$ cat config.mk
export PLATFORM = sky130hd
export DESIGN_NAME = instruction_fetch_flat
export DESIGN_NICKNAME = d
export VERILOG_FILES = /design/src/rtl/instruction_fetch_pkg.sv /design/src/rtl/instruction_fetch_if.sv /design/src/rtl/instruction_fetch_fifo.sv /design/src/rtl/instruction_fetch.sv /design/src/flat_wrapper.sv
export SDC_FILE = /design/constraint.sdc
export NUM_CORES = 1
export LEC_CHECK = 0
export CORE_MARGIN = 3
export CORE_UTILIZATION = 51
export CTS_BUF_LIST = sky130_fd_sc_hd__clkbuf_4 sky130_fd_sc_hd__clkbuf_8
export CTS_CLUSTER_SIZE = 20
export DETAILED_ROUTE_END_ITERATION = 10
export DONT_BUFFER_PORTS = 1
export PLACE_DENSITY = 0.66
export SETUP_SLACK_MARGIN = 0.4
export SKIP_LAST_GASP = 1
export SYNTH_ARGS = -nofsm -noshare
export SYNTH_HDL_FRONTEND = slang
export SYNTH_HIERARCHICAL = 1
export SYNTH_SLANG_ARGS = --single-unit
$ cat constraint.sdc
create_clock -name clock -period 10.9 [get_ports clock]
set_input_delay 3.27 -clock clock [delete_from_list [all_inputs] [get_ports clock]]
set_output_delay 3.27 -clock clock [all_outputs]
set_load 0.01 [all_outputs]
$ cat src/rtl/instruction_fetch_pkg.sv
// Shared types and defaults for the instruction-fetch front end.
package fetch_pkg;

   localparam int          FETCH_PC_W        = 32;
   localparam logic [31:0] HALT_WORD_DEFAULT = 32'h0000_0000;
   localparam logic [31:0] RESET_PC_DEFAULT  = 32'h0000_0000;

   typedef enum logic [1:0] {
      ST_BOOT = 2'd0,
      ST_RUN  = 2'd1,
      ST_HALT = 2'd2
   } fetch_state_e;

   typedef struct packed {
      logic [FETCH_PC_W-1:0] pc;
      logic [31:0]           instruction;
   } fetch_entry_t;

endpackage

$ cat src/rtl/instruction_fetch_if.sv
// Memory-side and decode-side signals of the fetch unit; master = fetch unit.
interface instruction_fetch_if #(
   parameter int PC_WIDTH = 32
);
   logic [PC_WIDTH-1:0] imem_addr;
   logic [31:0]         imem_instruction;
   logic                redirect;
   logic [PC_WIDTH-1:0] redirect_pc;
   logic                if_valid;
   logic                if_ready;
   logic [31:0]         if_instruction;
   logic [PC_WIDTH-1:0] if_pc;
   logic                halted;

   modport master (
      output imem_addr,
      input  imem_instruction,
      input  redirect,
      input  redirect_pc,
      output if_valid,
      input  if_ready,
      output if_instruction,
      output if_pc,
      output halted
   );

   modport slave (
      input  imem_addr,
      output imem_instruction,
      output redirect,
      output redirect_pc,
      input  if_valid,
      output if_ready,
      input  if_instruction,
      input  if_pc,
      input  halted
   );
endinterface

$ cat src/rtl/instruction_fetch_fifo.sv
// DEPTH-entry fetch buffer with flush; the head entry is held in its own register.
module fetch_fifo
   import fetch_pkg::*;
#(
   parameter int DEPTH = 2
) (
   input  logic                   clock,
   input  logic                   reset,
   input  logic                   push_i,
   input  fetch_entry_t           push_data_i,
   input  logic                   pop_i,
   input  logic                   flush_i,
   output logic                   valid_o,
   output fetch_entry_t           head_o,
   output logic [$clog2(DEPTH):0] count_o
);
   localparam int PTR_W = $clog2(DEPTH);

   fetch_entry_t     mem_q [DEPTH];
   fetch_entry_t     head_q, head_d;
   logic [PTR_W-1:0] rd_ptr_q, rd_ptr_d, wr_ptr_q, wr_ptr_d;
   logic [PTR_W-1:0] rd_next;
   logic [PTR_W:0]   count_q, count_d;
   logic             do_pop;

   assign do_pop  = pop_i && (count_q != '0);
   assign rd_next = rd_ptr_q + 1'b1;

   // Next head comes from storage if more than one entry remains, else from the incoming push.
   always_comb begin
      rd_ptr_d = rd_ptr_q;
      wr_ptr_d = wr_ptr_q;
      count_d  = count_q;
      head_d   = head_q;
      if (flush_i) begin
         rd_ptr_d = '0;
         wr_ptr_d = '0;
         count_d  = '0;
      end else begin
         if (push_i) wr_ptr_d = wr_ptr_q + 1'b1;
         if (do_pop) rd_ptr_d = rd_next;
         count_d = count_q + (PTR_W+1)'(push_i) - (PTR_W+1)'(do_pop);
         if (do_pop) begin
            if (count_q > (PTR_W+1)'(1)) head_d = mem_q[rd_next];
            else if (push_i)             head_d = push_data_i;
         end else if (count_q == '0 && push_i) begin
            head_d = push_data_i;
         end
      end
   end

   always_ff @(posedge clock) begin
      if (push_i && !flush_i) mem_q[wr_ptr_q] <= push_data_i;
   end

   always_ff @(posedge clock or negedge reset) begin
      if (!reset) begin
         rd_ptr_q <= '0;
         wr_ptr_q <= '0;
         count_q  <= '0;
         head_q   <= '0;
      end else begin
         rd_ptr_q <= rd_ptr_d;
         wr_ptr_q <= wr_ptr_d;
         count_q  <= count_d;
         head_q   <= head_d;
      end
   end

   assign valid_o = (count_q != '0);
   assign head_o  = head_q;
   assign count_o = count_q;

endmodule

$ cat src/rtl/instruction_fetch.sv
// Fetch front end: PC register, BOOT/RUN/HALT control and redirect handling around the fetch buffer.
module instruction_fetch
   import fetch_pkg::*;
#(
   parameter int                  PC_WIDTH  = 32,
   parameter logic [PC_WIDTH-1:0] RESET_PC  = PC_WIDTH'(RESET_PC_DEFAULT),
   parameter int                  DEPTH     = 2,
   parameter logic [31:0]         HALT_WORD = HALT_WORD_DEFAULT
) (
   input  logic                clock,
   input  logic                reset,
   instruction_fetch_if.master fetch_bus
);
   localparam int CNT_W = $clog2(DEPTH) + 1;

   fetch_state_e        state_q, state_d;
   logic [PC_WIDTH-1:0] pc_q, pc_d;
   logic                push, pop, flush, can_accept, head_valid;
   logic [CNT_W-1:0]    count;
   fetch_entry_t        push_entry, head;

   assign pop        = head_valid && fetch_bus.if_ready;
   assign can_accept = (count < CNT_W'(DEPTH)) || pop;

   always_ff @(posedge clock or negedge reset) begin
      if (!reset) begin
         state_q <= ST_BOOT;
         pc_q    <= RESET_PC;
      end else begin
         state_q <= state_d;
         pc_q    <= pc_d;
      end
   end

   always_comb begin
      state_d = state_q;
      case (state_q)
         ST_BOOT: state_d = ST_RUN;
         ST_RUN: begin
            if (fetch_bus.redirect)
               state_d = ST_RUN;
            else if (can_accept && fetch_bus.imem_instruction == HALT_WORD)
               state_d = ST_HALT;
         end
         ST_HALT: if (fetch_bus.redirect) state_d = ST_RUN;
         default: state_d = ST_BOOT;
      endcase
   end

   // A redirect outranks everything except BOOT, where it is dropped.
   always_comb begin
      flush = fetch_bus.redirect && (state_q != ST_BOOT);
      push  = (state_q == ST_RUN) && !fetch_bus.redirect && can_accept
              && (fetch_bus.imem_instruction != HALT_WORD);
      pc_d  = pc_q;
      if (flush)     pc_d = fetch_bus.redirect_pc;
      else if (push) pc_d = pc_q + 1'b1;
   end

   assign push_entry.pc          = FETCH_PC_W'(pc_q);
   assign push_entry.instruction = fetch_bus.imem_instruction;

   fetch_fifo #(
      .DEPTH (DEPTH)
   ) u_fifo (
      .clock       (clock),
      .reset       (reset),
      .push_i      (push),
      .push_data_i (push_entry),
      .pop_i       (pop),
      .flush_i     (flush),
      .valid_o     (head_valid),
      .head_o      (head),
      .count_o     (count)
   );

   assign fetch_bus.imem_addr      = pc_q;
   assign fetch_bus.if_valid       = head_valid;
   assign fetch_bus.if_instruction = head.instruction;
   assign fetch_bus.if_pc          = PC_WIDTH'(head.pc);
   assign fetch_bus.halted         = (state_q == ST_HALT);

endmodule
$ cat src/flat_wrapper.sv
// flat-port wrapper written by rule: the top's interface ports become plain ports
module instruction_fetch_flat import fetch_pkg::*;
#(
   parameter int                  PC_WIDTH  = 32,
   parameter logic [PC_WIDTH-1:0] RESET_PC  = PC_WIDTH'(RESET_PC_DEFAULT),
   parameter int                  DEPTH     = 2,
   parameter logic [31:0]         HALT_WORD = HALT_WORD_DEFAULT
)
  (clock, reset, fetch_bus_imem_addr, fetch_bus_imem_instruction, fetch_bus_redirect, fetch_bus_redirect_pc, fetch_bus_if_valid, fetch_bus_if_ready, fetch_bus_if_instruction, fetch_bus_if_pc, fetch_bus_halted);
  instruction_fetch_if #(.PC_WIDTH(PC_WIDTH)) fetch_bus_i ();
  input  logic clock;
  input  logic reset;
  output wire logic [$bits(fetch_bus_i.imem_addr)-1:0] fetch_bus_imem_addr;
  input wire logic [$bits(fetch_bus_i.imem_instruction)-1:0] fetch_bus_imem_instruction;
  input wire logic [$bits(fetch_bus_i.redirect)-1:0] fetch_bus_redirect;
  input wire logic [$bits(fetch_bus_i.redirect_pc)-1:0] fetch_bus_redirect_pc;
  output wire logic [$bits(fetch_bus_i.if_valid)-1:0] fetch_bus_if_valid;
  input wire logic [$bits(fetch_bus_i.if_ready)-1:0] fetch_bus_if_ready;
  output wire logic [$bits(fetch_bus_i.if_instruction)-1:0] fetch_bus_if_instruction;
  output wire logic [$bits(fetch_bus_i.if_pc)-1:0] fetch_bus_if_pc;
  output wire logic [$bits(fetch_bus_i.halted)-1:0] fetch_bus_halted;
  assign fetch_bus_imem_addr = fetch_bus_i.imem_addr;
  assign fetch_bus_i.imem_instruction = fetch_bus_imem_instruction;
  assign fetch_bus_i.redirect = fetch_bus_redirect;
  assign fetch_bus_i.redirect_pc = fetch_bus_redirect_pc;
  assign fetch_bus_if_valid = fetch_bus_i.if_valid;
  assign fetch_bus_i.if_ready = fetch_bus_if_ready;
  assign fetch_bus_if_instruction = fetch_bus_i.if_instruction;
  assign fetch_bus_if_pc = fetch_bus_i.if_pc;
  assign fetch_bus_halted = fetch_bus_i.halted;
  instruction_fetch #(.PC_WIDTH(PC_WIDTH), .RESET_PC(RESET_PC), .DEPTH(DEPTH), .HALT_WORD(HALT_WORD)) u_core (.clock(clock), .reset(reset), .fetch_bus(fetch_bus_i));
endmodule
Word-level counts from Yosys, hierarchy flattened
Memory sizes are Yosys's and may differ from the RTL's.
Cells that the tools add are included.
{ "word_totals": {"regBits": 102, "latchBits": 0, "ramBits": 128, "mem_bits_ro": 0, "input_bits": 68, "out_inout_bits": 98, "elab_cells": 61, "n_memories": 1} }
{ "classes": {"add_sub_neg": 5, "multipliers": 0, "div_mod_pow": 0, "magnitude_cmp": 2, "n_eq_ne": 5, "shifts": 0, "mux": 17, "bitwise": 1, "reduce_logical": 23} }
{ "memory_table": {"columns": ["memory", "depth", "width", "read_ports", "rd_ports_with_merged_regs", "write_ports", "line", "source"], "rows": [
  ["u_core.u_fifo.mem_q", 2, 64, 1, 0, 1, "instruction_fetch_fifo.sv:19", "fetch_entry_t mem_q [DEPTH];"]
]} }
{ "ops": {"columns": ["operator", "n"], "rows": [
  ["2-to-1 mux 64 bit", 4],
  ["2-to-1 mux 32 bit", 2],
  ["adder 32 x 1 -> 32 bit (second input constant)", 1],
  ["zero test 32 bit", 1],
  ["nonzero test 32 bit", 1],
  ["nonzero test 2 bit", 5],
  ["logical AND 1 bit", 9],
  ["2-to-1 mux 2 bit", 4],
  ["2-to-1 mux 1 bit", 6],
  ["!= test 3 x 2 -> 1 bit (second input constant)", 2],
  ["one-hot mux 2 bit (3 select lines)", 1],
  ["zero test 2 bit", 2],
  ["AND reduction 3 bit", 1],
  ["adder 1 bit (second input constant)", 2],
  ["adder 2 x 1 -> 2 bit", 1],
  ["equality test 2 x 1 -> 1 bit (second input constant)", 1],
  ["equality test 2 bit (second input constant)", 1],
  ["> comparator 2 x 1 -> 1 bit (second input constant)", 1],
  ["zero test 1 bit", 2],
  ["< comparator 2 bit (second input constant)", 1],
  ["!= test 2 bit (second input constant)", 1],
  ["AND reduction 2 bit", 1],
  ["subtractor 2 x 1 -> 2 bit", 1],
  ["logical OR 1 bit", 1],
  ["NOT 1 bit", 1]
]} }

Depth between registers and ports, before layout
{ "depth": {"depth_word": 8, "ltp_mapped": 11, "mapped_depth_nobuf": 8} }

By module
Netlist, hierarchy kept.
{ "by_module_without_submodules": {"columns": ["module", "instances", "cells_per_inst", "area_each_um2", "seq_area_each_um2"], "rows": [
  ["fetch_fifo", 1, 509, 7877.6, 5545.3],
  ["instruction_fetch", 1, 244, 2098.3, 850.8]
]} }

Worst setup path before layout
No wires, ideal clock.
{ "synth_timing": {"kind": "input -> register", "startpoint": "input fetch_bus_redirect", "endpoint": "memory u_core/u_fifo/mem_q[0][0] (netlist name), enable pin", "setup_time_ns": 0.578, "t_arrival_ns": 8.871, "t_required_ns": 10.322, "slack_ns": 1.451, "stages": 4, "path_buffers": 1, "path_cell_list": "o21ai_1 > clkinv_1 > clkbuf_1 > nor3b_1"} }
{ "synth_via": {"elab_cells_between_ends": 9, "cone_classes": "2 x mux; 7 x reduce/logical"} }
{ "synth_lines": {"columns": ["item", "line", "source"], "rows": [
  ["from (decl)", "flat_wrapper.sv:15", "input wire logic [$bits(fetch_bus_i.redirect)-1:0] fetch_bus_redirect;"],
  ["logical AND 1 bit", "instruction_fetch.sv:52", "flush = fetch_bus.redirect && (state_q != ST_BOOT);"],
  ["named net u_core.flush", "instruction_fetch.sv:18", "logic push, pop, flush, can_accept, head_valid;"],
  ["zero test 1 bit", "instruction_fetch_fifo.sv:53", "if (push_i && !flush_i) mem_q[wr_ptr_q] <= push_data_i;"],
  ["logical AND 1 bit", "instruction_fetch_fifo.sv:53", null],
  ["2-to-1 mux 1 bit", "instruction_fetch_fifo.sv:53", null],
  ["2-to-1 mux 1 bit (implied by the code)", "instruction_fetch_fifo.sv:53", null],
  ["to (decl)", "instruction_fetch_fifo.sv:19", null]
]} }
The timed path passes the listed nets, and every way through them passes these cells.

Final worst setup path
{ "layout_timing": {"startpoint": "input fetch_bus_if_ready", "endpoint": "memory u_core/u_fifo/mem_q[1][30] (netlist name), enable pin"} }
{ "layout_via": {"elab_chain_len": 7} }
{ "layout_lines": {"columns": ["item", "line", "source"], "rows": [
  ["from (decl)", "flat_wrapper.sv:18", "input wire logic [$bits(fetch_bus_i.if_ready)-1:0] fetch_bus_if_ready;"],
  ["logical AND 1 bit", "instruction_fetch.sv:22", "assign pop = head_valid && fetch_bus.if_ready;"],
  ["logical OR 1 bit", "instruction_fetch.sv:23", "assign can_accept = (count < CNT_W'(DEPTH)) || pop;"],
  ["logical AND 1 bit", "instruction_fetch.sv:53", "push = (state_q == ST_RUN) && !fetch_bus.redirect && can_accept"],
  ["logical AND 1 bit", "instruction_fetch.sv:54", "&& (fetch_bus.imem_instruction != HALT_WORD);"],
  ["named net u_core.push", "instruction_fetch.sv:18", null],
  ["logical AND 1 bit", "instruction_fetch_fifo.sv:53", null],
  ["2-to-1 mux 1 bit", "instruction_fetch_fifo.sv:53", null],
  ["2-to-1 mux 1 bit (implied by the code)", "instruction_fetch_fifo.sv:53", null]
]} }
The timed path passes the listed nets, and every way through them passes these cells.

==> results.txt <==
Worst endpoint data arrival time -> 5.67 ns
Max clock buf depth -> 3
Crit path largest cell delay -> 0.89 ns
Crit path kind -> primary input to flop
H-tree Lvls -> 2
Minimum clock period -> 5.551 ns
Root Buffer -> clkbuf_8
Commonest non-fill, non-tap cells in the layout -> 139 x a21oi_1, 128 x edfxtp_1, 100 x dfrtp_1
Vias in the first global route -> 6402
Area growth syn-to-layout -> 9.971%
Highest clock rate -> 180.1 MHz
Die height -> 145.9 µm
Most common cell after layout, fill and taps aside -> a21oi_1
Cts bufs inserted -> 39
Final number of hold-violating endpoints -> 0
Worst slew pin tran -> 1.177 ns
Synth Flop Type -> edfxtp_1
Fin area -> 0.01097 mm²
# Post-CTS Setup Buffers -> 0
Critical Path, Cell by Cell -> a21bo_2 -> nand4b_1 -> nand2b_4 -> inv_6 -> and3b_4
Post-cts sizing count -> 0
Clock Skews -> 0.01403 ns
Worst reg2reg path depth -> 6
HP Start -> u_core/u_fifo/head_o[23]
GRT Overall Usage -> 0.2100
Antenna Cells -> 0
Area contributors post-synth -> edfxtp_1 39%, dfrtp_1 26%, mux2_2 7.0%
Number of synthesis warnings -> 6
Period utilisation layout -> 0.5093
Status -> completed
Core area -> 0.01896 mm²
Reg-to-reg startpoint -> u_core/u_fifo/count_o[1]
Initial antenna violation count -> 0
Maximum fanout along the worst path -> 64
Worst hold path class -> flop to flop
Die Wd -> 145.9 µm
Clock Latency Late Sink -> 0.51 ns
Syn_nets -> 823
PwrDens -> 208.0 mW/mm²
Sink Count -> 230
Top Ports -> 166
Slew Viols, Final -> 0
Post-synthesis cell type count -> 55
Largest net degree at the start of global routing -> 103
Cell at the slowest stage of the critical path -> and3b_4
Slew headroom -> 0.2151
Sequential fraction of the synthesis area -> 0.6412
Rows -> 50
# placed instances -> 978
Synth Cell Area -> 0.009976 mm²
First-pass DRT Iterations -> 5
DP HPWL -> 13.90 mm
Endpoints failing setup -> 0
WL final -> 22.60 mm
RSZ-0062 raised after global routing -> false
Via Count -> 6243
Setup slack, reg-to-reg -> 7.12 ns
Post-DR wirelength/cell -> 21.56 µm
Asr flop ratio synth -> 0.4435
Synth Register Bits -> 230
Congestion Overflow GR -> 0
CP Capture Type -> flop
Starting DRC count in detailed routing -> 411
First-pass GRT wire length -> 35.87 mm
CTS tree -> yes
Setup crit start kind -> primary input
R2R Path End -> u_core/u_fifo/mem_q[1][30]
Placed cell area -> 0.01015 mm²
Die area -> 0.02128 mm²
Layout cells sized above 1 -> 0.1954
Port Buffers -> 0
Max Cap Viol -> 0
Initial Util -> 0.5263
DRC Markers -> 0
Synth area leader -> edfxtp_1
Yosys top cell area share -> 0.3853
Post-DRT Antenna Nets -> 0
Fin cells -> 1048
Setup TNS -> 0 ns
Worst-path clk slew -> 0.06 ns
VDD IR max -> 0.1239 mV
Synthesized area per cell -> 13.25 µm²
Worst hold path depth -> 1
Hold Path Sink -> u_core/u_fifo/head_o[23]
Hold Worst Slack -> 0.5759 ns
Syn Inst Count -> 753
Leakage -> 0.003860 µW
Vias per cell -> 5.957
NumNets Final -> 829
Hold_buf cts -> 0
EDFF count, synth -> 128
Placer Congestion -> 0.8676
WP data required -> 11.02 ns
-- power by group --
part / total [µW] / switching (µW) / internal, µW
Sequential: 1240 / 175 / 1070
Clock: 784 / 321 / 463
Combinational: 253 / 122 / 131
-- worst max-delay path by stage --
stage / endpoint / slack [ns] / startpoint
after floorplan: u_core/u_fifo/mem_q[0][0] / 1.45 / fetch_bus_redirect
after global placement: u_core/u_fifo/mem_q[1][19] / 4.98 / fetch_bus_if_ready
after detailed placement: u_core/u_fifo/mem_q[1][20] / 4.85 / fetch_bus_if_ready
after CTS: u_core/u_fifo/mem_q[1][27] / 5.40 / fetch_bus_if_ready
after global routing: u_core/u_fifo/mem_q[1][27] / 5.21 / fetch_bus_if_ready
final: u_core/u_fifo/mem_q[1][30] / 5.35 / fetch_bus_if_ready
-- flip-flops by register name (all words and copies together), names as in the netlist --
signal and flops:
u_core/state_q 2, u_core/u_fifo/head_o 64, u_core/fetch_bus.imem_addr 32, u_core/u_fifo/wr_ptr_q 1, u_core/u_fifo/rd_ptr_q 1, u_core/u_fifo/mem_q 128
u_core/u_fifo/count_o 2
-- metal layers --
layer  track usage  up-vias  wire length, µm
li1              -     2829                -
met1        0.2720     3090             9194
met2        0.3319      270            10640
met3       0.07505       54             2113
met4       0.06980        0              651
met5             0        -                0
-- worst max-delay path: cells and delay by family --
kind	cells	cell delay (ns)
buf+inv	1	0.11
compound gates	1	0.13
simple gates	3	2.08
-- area by class of cell --
type | instances | area (µm²)
Inverter | 9 | 38.79
Multi-Input combinational cell | 469 | 3309
Timing Repair Buffer | 10 | 75.07
Tap cell | 260 | 325.3
Clock buffer | 67 | 809.5
Fill cell | 1560 | 7985
Clock inverter | 3 | 11.26
Sequential cell | 230 | 6401
-- logic make-up after synthesis --
| group | after synthesis | share of synthesized area |
|---|---|---|
| multiplexers | 128 | 0.1365 |
| AND/OR/NAND/NOR | 134 | 0.07237 |
| AO/OA/AOI/OAI | 180 | 0.09695 |
| XOR/XNOR | 25 | 0.02195 |
| buffers and inverters | 54 | 0.02860 |
| adder cells (fa/ha/maj) | 2 | 0.002508 |
| flip-flops | 230 | 0.6412 |
-- synthesized netlist by cell type (3+ instances only) --
master / count
a21oi_1: 139
edfxtp_1: 128
dfrtp_1: 102
mux2i_1: 64
mux2_2: 62
nand2_1: 35
nor4_1: 23
clkbuf_1: 22
o21ai_0: 22
xnor2_1: 21
nand3_1: 20
nor2_1: 19
buf_1: 8
buf_2: 7
buf_6: 7
inv_1: 7
nor3_1: 6
and2_1: 4
and3_1: 4
nand4_1: 4
xor2_1: 4
nor2b_1: 3
-- metrics by stage --
| step | setup slack (ns) | power, µW | util |
|---|---|---|---|
| 3_5_place_dp | 4.846 | 1519 | 0.5354 |
| 5_1_grt | 5.209 | 2395 | 0.5787 |
| 2_1_floorplan | 1.451 | 1436 | - |
| 4_1_cts | 5.400 | 2313 | 0.5787 |
| 6_report | 5.349 | 2281 | 0.5787 |
| 3_3_place_gp | 4.976 | 1502 | 0.5354 |
Power figures use the tool's default switching activity.
